==> config.mk <==
export PLATFORM = sky130hd
export DESIGN_NAME = goomba_sprite_reader_flat
export DESIGN_NICKNAME = d
export VERILOG_FILES = /design/src/rtl/goomba_sprite_reader_if.sv /design/src/rtl/goomba_sprite_reader.sv /design/src/flat_wrapper.sv
export SDC_FILE = /design/constraint.sdc
export NUM_CORES = 1
export LEC_CHECK = 0
export CORE_MARGIN = 3
export CORE_UTILIZATION = 52
export CTS_CLUSTER_DIAMETER = 200
export DETAILED_ROUTE_END_ITERATION = 10
export HOLD_SLACK_MARGIN = 0.02
export PLACE_DENSITY_LB_ADDON = 0.3
export SETUP_SLACK_MARGIN = 0.5
export SLEW_MARGIN = 20
export SYNTH_ARGS = -nofsm -noshare
export SYNTH_HDL_FRONTEND = slang
export SYNTH_SLANG_ARGS = --single-unit
==> constraint.sdc <==
create_clock -name clk_sys -period 5.9 [get_ports clk_sys]
set_clock_uncertainty 0.05 [all_clocks]
set_input_delay 1.18 -clock clk_sys [delete_from_list [all_inputs] [get_ports clk_sys]]
set_output_delay 1.18 -clock clk_sys [all_outputs]
set_load 0.02 [all_outputs]
==> src/rtl/goomba_sprite_reader_if.sv <==
// Video-side bundle for the goomba sprite reader: draw coordinates in, ROM address out,
// ROM colour back in, registered pixel out.
interface goomba_sprite_reader_if;
    logic        frame_start;
    logic [9:0]  draw_x;
    logic [9:0]  draw_y;
    logic        draw_en;
    logic [8:0]  read_address;
    logic        sprite_sel;
    logic [23:0] color_in;
    logic [23:0] pixel_color;
    logic        pixel_hit;

    modport master (
        output frame_start, draw_x, draw_y, draw_en, color_in,
        input  read_address, sprite_sel, pixel_color, pixel_hit
    );

    modport slave (
        input  frame_start, draw_x, draw_y, draw_en, color_in,
        output read_address, sprite_sel, pixel_color, pixel_hit
    );
endinterface

==> src/rtl/goomba_sprite_reader.sv <==
// Frame-synchronised goomba sprite reader: coordinate -> ROM address -> registered pixel,
// plus the walk / squish / gone display life cycle.
//
//   state     | meaning
//   ST_WALK   | alive, walking; mirror toggles every WALK_FRAMES frames
//   ST_SQUISH | stomped; squished sprite shown for SQUISH_FRAMES frames
//   ST_GONE   | removed from play; nothing rendered until respawn
module goomba_sprite_reader #(
    parameter int unsigned SPRITE_W      = 21,
    parameter int unsigned SPRITE_H      = 21,
    parameter logic [23:0] KEY_COLOR     = 24'h800080,
    parameter int unsigned WALK_FRAMES   = 8,
    parameter int unsigned SQUISH_FRAMES = 30
) (
    input  logic                         clk_sys,
    input  logic                         rst_b,
    goomba_sprite_reader_if.slave        vid,
    input  logic [9:0]                   goomba_x_i,
    input  logic [9:0]                   goomba_y_i,
    input  logic                         squish_req_i,
    input  logic                         respawn_i,
    output logic                         gone_o
);
    localparam logic [1:0] ST_WALK   = 2'd0;
    localparam logic [1:0] ST_SQUISH = 2'd1;
    localparam logic [1:0] ST_GONE   = 2'd2;

    localparam int SQ_W = $clog2(SQUISH_FRAMES + 1);
    localparam int AN_W = $clog2(WALK_FRAMES);

    logic [1:0]      state_q, state_d;
    logic [SQ_W-1:0] squish_cnt_q, squish_cnt_d;
    logic [AN_W-1:0] anim_cnt_q, anim_cnt_d;
    logic            mirror_q, mirror_d;

    logic [9:0]      pos_x_q, pos_y_q;
    logic [1:0]      disp_state_q;
    logic            disp_mirror_q;

    logic [8:0]      read_address_q, read_address_d;
    logic            sprite_sel_q, hit_en_q;
    logic [23:0]     pixel_color_q;
    logic            pixel_hit_q;

    always_comb begin
        state_d      = state_q;
        squish_cnt_d = squish_cnt_q;
        anim_cnt_d   = anim_cnt_q;
        mirror_d     = mirror_q;
        if (respawn_i) begin
            state_d      = ST_WALK;
            squish_cnt_d = '0;
            anim_cnt_d   = '0;
            mirror_d     = 1'b0;
        end else begin
            case (state_q)
                ST_WALK: begin
                    if (squish_req_i) begin
                        state_d      = ST_SQUISH;
                        squish_cnt_d = SQ_W'(SQUISH_FRAMES);
                        anim_cnt_d   = '0;
                        mirror_d     = 1'b0;
                    end else if (vid.frame_start) begin
                        if (anim_cnt_q == AN_W'(WALK_FRAMES - 1)) begin
                            anim_cnt_d = '0;
                            mirror_d   = ~mirror_q;
                        end else begin
                            anim_cnt_d = anim_cnt_q + AN_W'(1);
                        end
                    end
                end
                ST_SQUISH: begin
                    if (vid.frame_start) begin
                        if (squish_cnt_q == SQ_W'(1)) begin
                            state_d      = ST_GONE;
                            squish_cnt_d = '0;
                        end else begin
                            squish_cnt_d = squish_cnt_q - SQ_W'(1);
                        end
                    end
                end
                ST_GONE: ;
                default: state_d = ST_WALK;
            endcase
        end
    end

    // Box test in 11 bits so a sprite parked near x/y = 1023 never wraps to column 0.
    logic [10:0] dx11, dy11, px11, py11;
    logic        in_box;
    logic [8:0]  col, row, col_m;

    always_comb begin
        dx11   = {1'b0, vid.draw_x};
        dy11   = {1'b0, vid.draw_y};
        px11   = {1'b0, pos_x_q};
        py11   = {1'b0, pos_y_q};
        in_box = vid.draw_en
               && (dx11 >= px11) && (dx11 < px11 + 11'(SPRITE_W))
               && (dy11 >= py11) && (dy11 < py11 + 11'(SPRITE_H));
        col    = 9'(vid.draw_x - pos_x_q);
        row    = 9'(vid.draw_y - pos_y_q);
        col_m  = (disp_mirror_q && (disp_state_q != ST_SQUISH)) ? 9'(SPRITE_W - 1) - col : col;
        read_address_d = in_box ? (row * 9'(SPRITE_W) + col_m) : 9'd0;
    end

    always_ff @(posedge clk_sys or negedge rst_b) begin
        if (!rst_b) begin
            state_q        <= ST_WALK;
            squish_cnt_q   <= '0;
            anim_cnt_q     <= '0;
            mirror_q       <= 1'b0;
            pos_x_q        <= '0;
            pos_y_q        <= '0;
            disp_state_q   <= ST_WALK;
            disp_mirror_q  <= 1'b0;
            read_address_q <= '0;
            sprite_sel_q   <= 1'b0;
            hit_en_q       <= 1'b0;
            pixel_color_q  <= '0;
            pixel_hit_q    <= 1'b0;
        end else begin
            state_q      <= state_d;
            squish_cnt_q <= squish_cnt_d;
            anim_cnt_q   <= anim_cnt_d;
            mirror_q     <= mirror_d;
            // Shadows take the pre-transition state but the freshly toggled mirror.
            if (vid.frame_start) begin
                pos_x_q       <= goomba_x_i;
                pos_y_q       <= goomba_y_i;
                disp_state_q  <= state_q;
                disp_mirror_q <= mirror_d;
            end
            read_address_q <= read_address_d;
            sprite_sel_q   <= (disp_state_q == ST_SQUISH);
            hit_en_q       <= in_box && (disp_state_q != ST_GONE);
            pixel_color_q  <= vid.color_in;
            pixel_hit_q    <= hit_en_q && (vid.color_in != KEY_COLOR);
        end
    end

    assign vid.read_address = read_address_q;
    assign vid.sprite_sel   = sprite_sel_q;
    assign vid.pixel_color  = pixel_color_q;
    assign vid.pixel_hit    = pixel_hit_q;
    assign gone_o           = (state_q == ST_GONE);
endmodule

==> src/flat_wrapper.sv <==
// flat-port wrapper written by rule: the top's interface ports become plain ports
module goomba_sprite_reader_flat 
#(
    parameter int unsigned SPRITE_W      = 21,
    parameter int unsigned SPRITE_H      = 21,
    parameter logic [23:0] KEY_COLOR     = 24'h800080,
    parameter int unsigned WALK_FRAMES   = 8,
    parameter int unsigned SQUISH_FRAMES = 30
)
  (clk_sys, rst_b, goomba_x_i, goomba_y_i, squish_req_i, respawn_i, gone_o, vid_frame_start, vid_draw_x, vid_draw_y, vid_draw_en, vid_color_in, vid_read_address, vid_sprite_sel, vid_pixel_color, vid_pixel_hit);
  goomba_sprite_reader_if vid_i ();
  input  logic clk_sys;
  input  logic rst_b;
  input  logic [9:0] goomba_x_i;
  input  logic [9:0] goomba_y_i;
  input  logic squish_req_i;
  input  logic respawn_i;
  output logic gone_o;
  input wire logic [$bits(vid_i.frame_start)-1:0] vid_frame_start;
  input wire logic [$bits(vid_i.draw_x)-1:0] vid_draw_x;
  input wire logic [$bits(vid_i.draw_y)-1:0] vid_draw_y;
  input wire logic [$bits(vid_i.draw_en)-1:0] vid_draw_en;
  input wire logic [$bits(vid_i.color_in)-1:0] vid_color_in;
  output wire logic [$bits(vid_i.read_address)-1:0] vid_read_address;
  output wire logic [$bits(vid_i.sprite_sel)-1:0] vid_sprite_sel;
  output wire logic [$bits(vid_i.pixel_color)-1:0] vid_pixel_color;
  output wire logic [$bits(vid_i.pixel_hit)-1:0] vid_pixel_hit;
  assign vid_i.frame_start = vid_frame_start;
  assign vid_i.draw_x = vid_draw_x;
  assign vid_i.draw_y = vid_draw_y;
  assign vid_i.draw_en = vid_draw_en;
  assign vid_i.color_in = vid_color_in;
  assign vid_read_address = vid_i.read_address;
  assign vid_sprite_sel = vid_i.sprite_sel;
  assign vid_pixel_color = vid_i.pixel_color;
  assign vid_pixel_hit = vid_i.pixel_hit;
  goomba_sprite_reader #(.SPRITE_W(SPRITE_W), .SPRITE_H(SPRITE_H), .KEY_COLOR(KEY_COLOR), .WALK_FRAMES(WALK_FRAMES), .SQUISH_FRAMES(SQUISH_FRAMES)) u_core (.clk_sys(clk_sys), .rst_b(rst_b), .vid(vid_i), .goomba_x_i(goomba_x_i), .goomba_y_i(goomba_y_i), .squish_req_i(squish_req_i), .respawn_i(respawn_i), .gone_o(gone_o));
endmodule
==> results.toml <==
[timing]
hold_slack_ps = 450
relSlewSlack_pct = 41.2
drv_slew = 0
setup_viol = 0
hold_viol_final = 0
fmax_ghz = 0.179
tightest_slew_ps = 882
fin_setup_tns_ps = 0
rsz0062_at_grt = "true"
post-route-min-period_ps = 5570
post-route-period-util_pct = 94.5

[die]
io-pin-count = 106
initial_core_util_pct = 54.7
core_um2 = 8890
die_area_um2 = 10500
fp.dieH_um = 103
rows = 34
die_w_um = 103

[setup_path]
path_max_fanout = 2
path_buf_inv = 3
crit_family = "XOR/XNOR gates"
worstPathCellList = "dlygate4sd2_1 > ha_4 > and3_4 > a221o_1 > xor2_1 > inv_1 > buf_4 > a31oi_4 > xnor2_1 > ha_1 > fa_1 > fa_2 > xnor2_2 > xnor2_1 > xnor2_1 > xnor3_1 > xnor2_1 > xnor2_1 > nor2_1"
crit_cells = 19
crit_path_frequent_cell = "xnor2_1"
start_kind = "input port"
ff2ff_path_depth = 19
slowest_delay_ps = 560
crit_arrival_ps = 5750
worst_path_max_delay_cell = "fa_1"
critPathRequiredTime_ps = 6080
critPathKind = "input port to flop"
worstSetupEndpointType = "flop"

[power_and_ir_drop]
powerDensity_nw_per_um2 = 383
p_total_w = 0.00258
vdd_drop_max_mv = 0.324
p_leak_nw = 3.11

[clock_network]
clkTransAtPathRegs_ps = 90
cts.sinks = 70
h-tree-depth = 3
holdBufCountCts = 0
clk_latency_ps = 370
numCtsBuffers = 9
cts-root-buf = "clkbuf_8"
clockBufferDepth = 2
cts_tree = "built"

[placement]
numPortBuffers = 105
place_hpwl_um = 8710
gp_congestion = 0.836

[global_route]
antenna_found_initial = 0
grt_overflow = 0
grt.total_usage_pct = 25.7
grt_max_degree = 71
grt_pass1_wl_um = 21100
grt_pass1_vias = 4422

[layout]
nNetsFinal = 803
diodes = 0
final_common_cell = "clkdlybuf4s50_1"
fillCellCount = 598
syn2layout_area_growth_pct = 38.6
final_cell_mix = "97 x clkdlybuf4s50_1, 70 x dfrtp_1, 61 x ha_1"
layout-drive-gt1-share_pct = 16.4

[synth]
synth.avg_cell_area_um2 = 9.53
async_flop_share_pct = 100
synth_warnings = 0
synth_ff_type = "dfrtp_1"
synth_area_um2 = 4860
ys_ff_latch = 70
synth_edf_count = 0
syn_inst = 510
seq_area_frac_synth_pct = 36.0
synth_cell_types = 50
synth_nets = 661

[status]
status = "complete, no violations"

[flow_run]
drv_cap = 0

[route]
drcViolationCount = 0
avgViaCountPerCell = 5.67
dr_total_vias = 4334
drt_wl_total_um = 13800
routedWlPerCell_um = 18.0
final_antenna_net_count = 0
drt_pass1_iterations = 6
first_iter_violations = 226

[hold_path]
holdCritPathClass = "flop to flop"
min_path_cells = 1
-- worst reg2reg max path, cell delays in order (launching register included) --
cell,delay [ps]
dfrtp_1,460
inv_1,110
ha_1,310
a21o_1,220
a221o_1,360
xor2_1,230
inv_1,100
buf_4,160
a31oi_4,190
xnor2_1,100
ha_1,340
fa_1,560
fa_2,420
xnor2_2,160
xnor2_1,220
xnor2_1,170
xnor3_1,440
xnor2_1,190
xnor2_1,130
nor2_1,60
-- final cells by class --
type / count / area, um^2 / share of cell area (%)
clock inverter: 6 / 46.3 / 0.687
inverter: 64 / 243 / 3.60
clock buffer: 10 / 138 / 2.04
tap: 108 / 135 / 2.01
sequential: 70 / 1750 / 26.0
timing repair buffer: 139 / 1280 / 19.1
multi-input combinational: 368 / 3140 / 46.6
-- repair_timing --
item	in CTS	in global routing
pin swaps	32	39
gates cloned	0	0
resized for setup	38	33
buffers inserted	7	8
endpoints found under the hold margin	0	0
setup endpoints to repair	1	2
-- path summary, 6_finish.rpt --
path                                                    startpoint                                    to  slack [ps]
worst min register to register  u_core.disp_state_q[1]$_DFFE_PN0P_             u_core.hit_en_q$_DFF_PN0_         450
max in group asynchronous                                    rst_b         u_core.pos_x_q[7]$_DFFE_PN0P_        4250
min in group asynchronous                                    rst_b         u_core.pos_y_q[0]$_DFFE_PN0P_         940
worst min-delay path            u_core.disp_state_q[1]$_DFFE_PN0P_             u_core.hit_en_q$_DFF_PN0_         450
worst max register to register       u_core.pos_x_q[1]$_DFFE_PN0P_  u_core.vid.read_address[8]$_DFF_PN0_         770
worst max-delay path                                 vid_draw_x[2]  u_core.vid.read_address[8]$_DFF_PN0_         330
-- report_power, final --
part	switching (W)	internal [W]
combinational	0.000820	0.000839
clock	0.000214	0.000166
sequential	0.0000230	0.000514
-- metal layers --
layer  share of wire (%)  routed length (um)  global-route usage (%)  vias up
li1                    -                   -                       -     2023
met1                  39                5400                    31.4     2093
met2                  52                7210                    43.3      166
met3                 4.4                 599                    4.60       52
met4                 4.0                 546                    13.7        0
met5                   0                   0                       0        -
-- sequential cells by signal (all words and copies together) (netlist names), 2 cells and up --
signal	flops
u_core.pos_y_q	10
u_core.anim_cnt_q	3
u_core.squish_cnt_q	5
u_core.state_q	2
u_core.disp_state_q	2
u_core.vid.read_address	9
u_core.pos_x_q	10
u_core.vid.pixel_color	24
-- cells in the mapped netlist (all sizes together) (4+ instances only) --
master | instances | area [um^2]
nand4 | 5 | 31.3
xor2 | 13 | 121
o21a | 5 | 37.5
a21oi | 32 | 164
xnor2 | 31 | 272
nor4 | 4 | 25.0
nor3 | 11 | 55.1
o21ai | 40 | 200
nand3 | 6 | 30.0
clkbuf | 7 | 26.3
inv | 64 | 240
ha | 70 | 876
dfrtp | 70 | 1750
nor2b | 9 | 56.3
nand2b | 5 | 31.3
nand2 | 38 | 143
a21o | 11 | 83.8
fa | 11 | 220
nor2 | 37 | 141
-- metrics by stage --
step                instance area [um^2]  worst slack [ps]  std cells  util [%]
CTS                                 6560               504        757      73.8
global placement                    6180             -69.5        734      69.5
global route                        6740               260        765      75.8
floorplan                           4890               510        510         -
finish                              6740               327        765      75.8
detailed placement                  6180              -210        734      69.5
-- cell families after synthesis --
kind of cell,count (synthesis),share of synthesized area (%)
compound gates,110,13.7
xor+xnor,45,8.55
fa+ha+maj,81,22.6
buf+inv,72,5.59
flops,70,36.0
mux,5,1.11
simple gates,127,12.4
No activity file was read; power rests on OpenSTA's default activity.
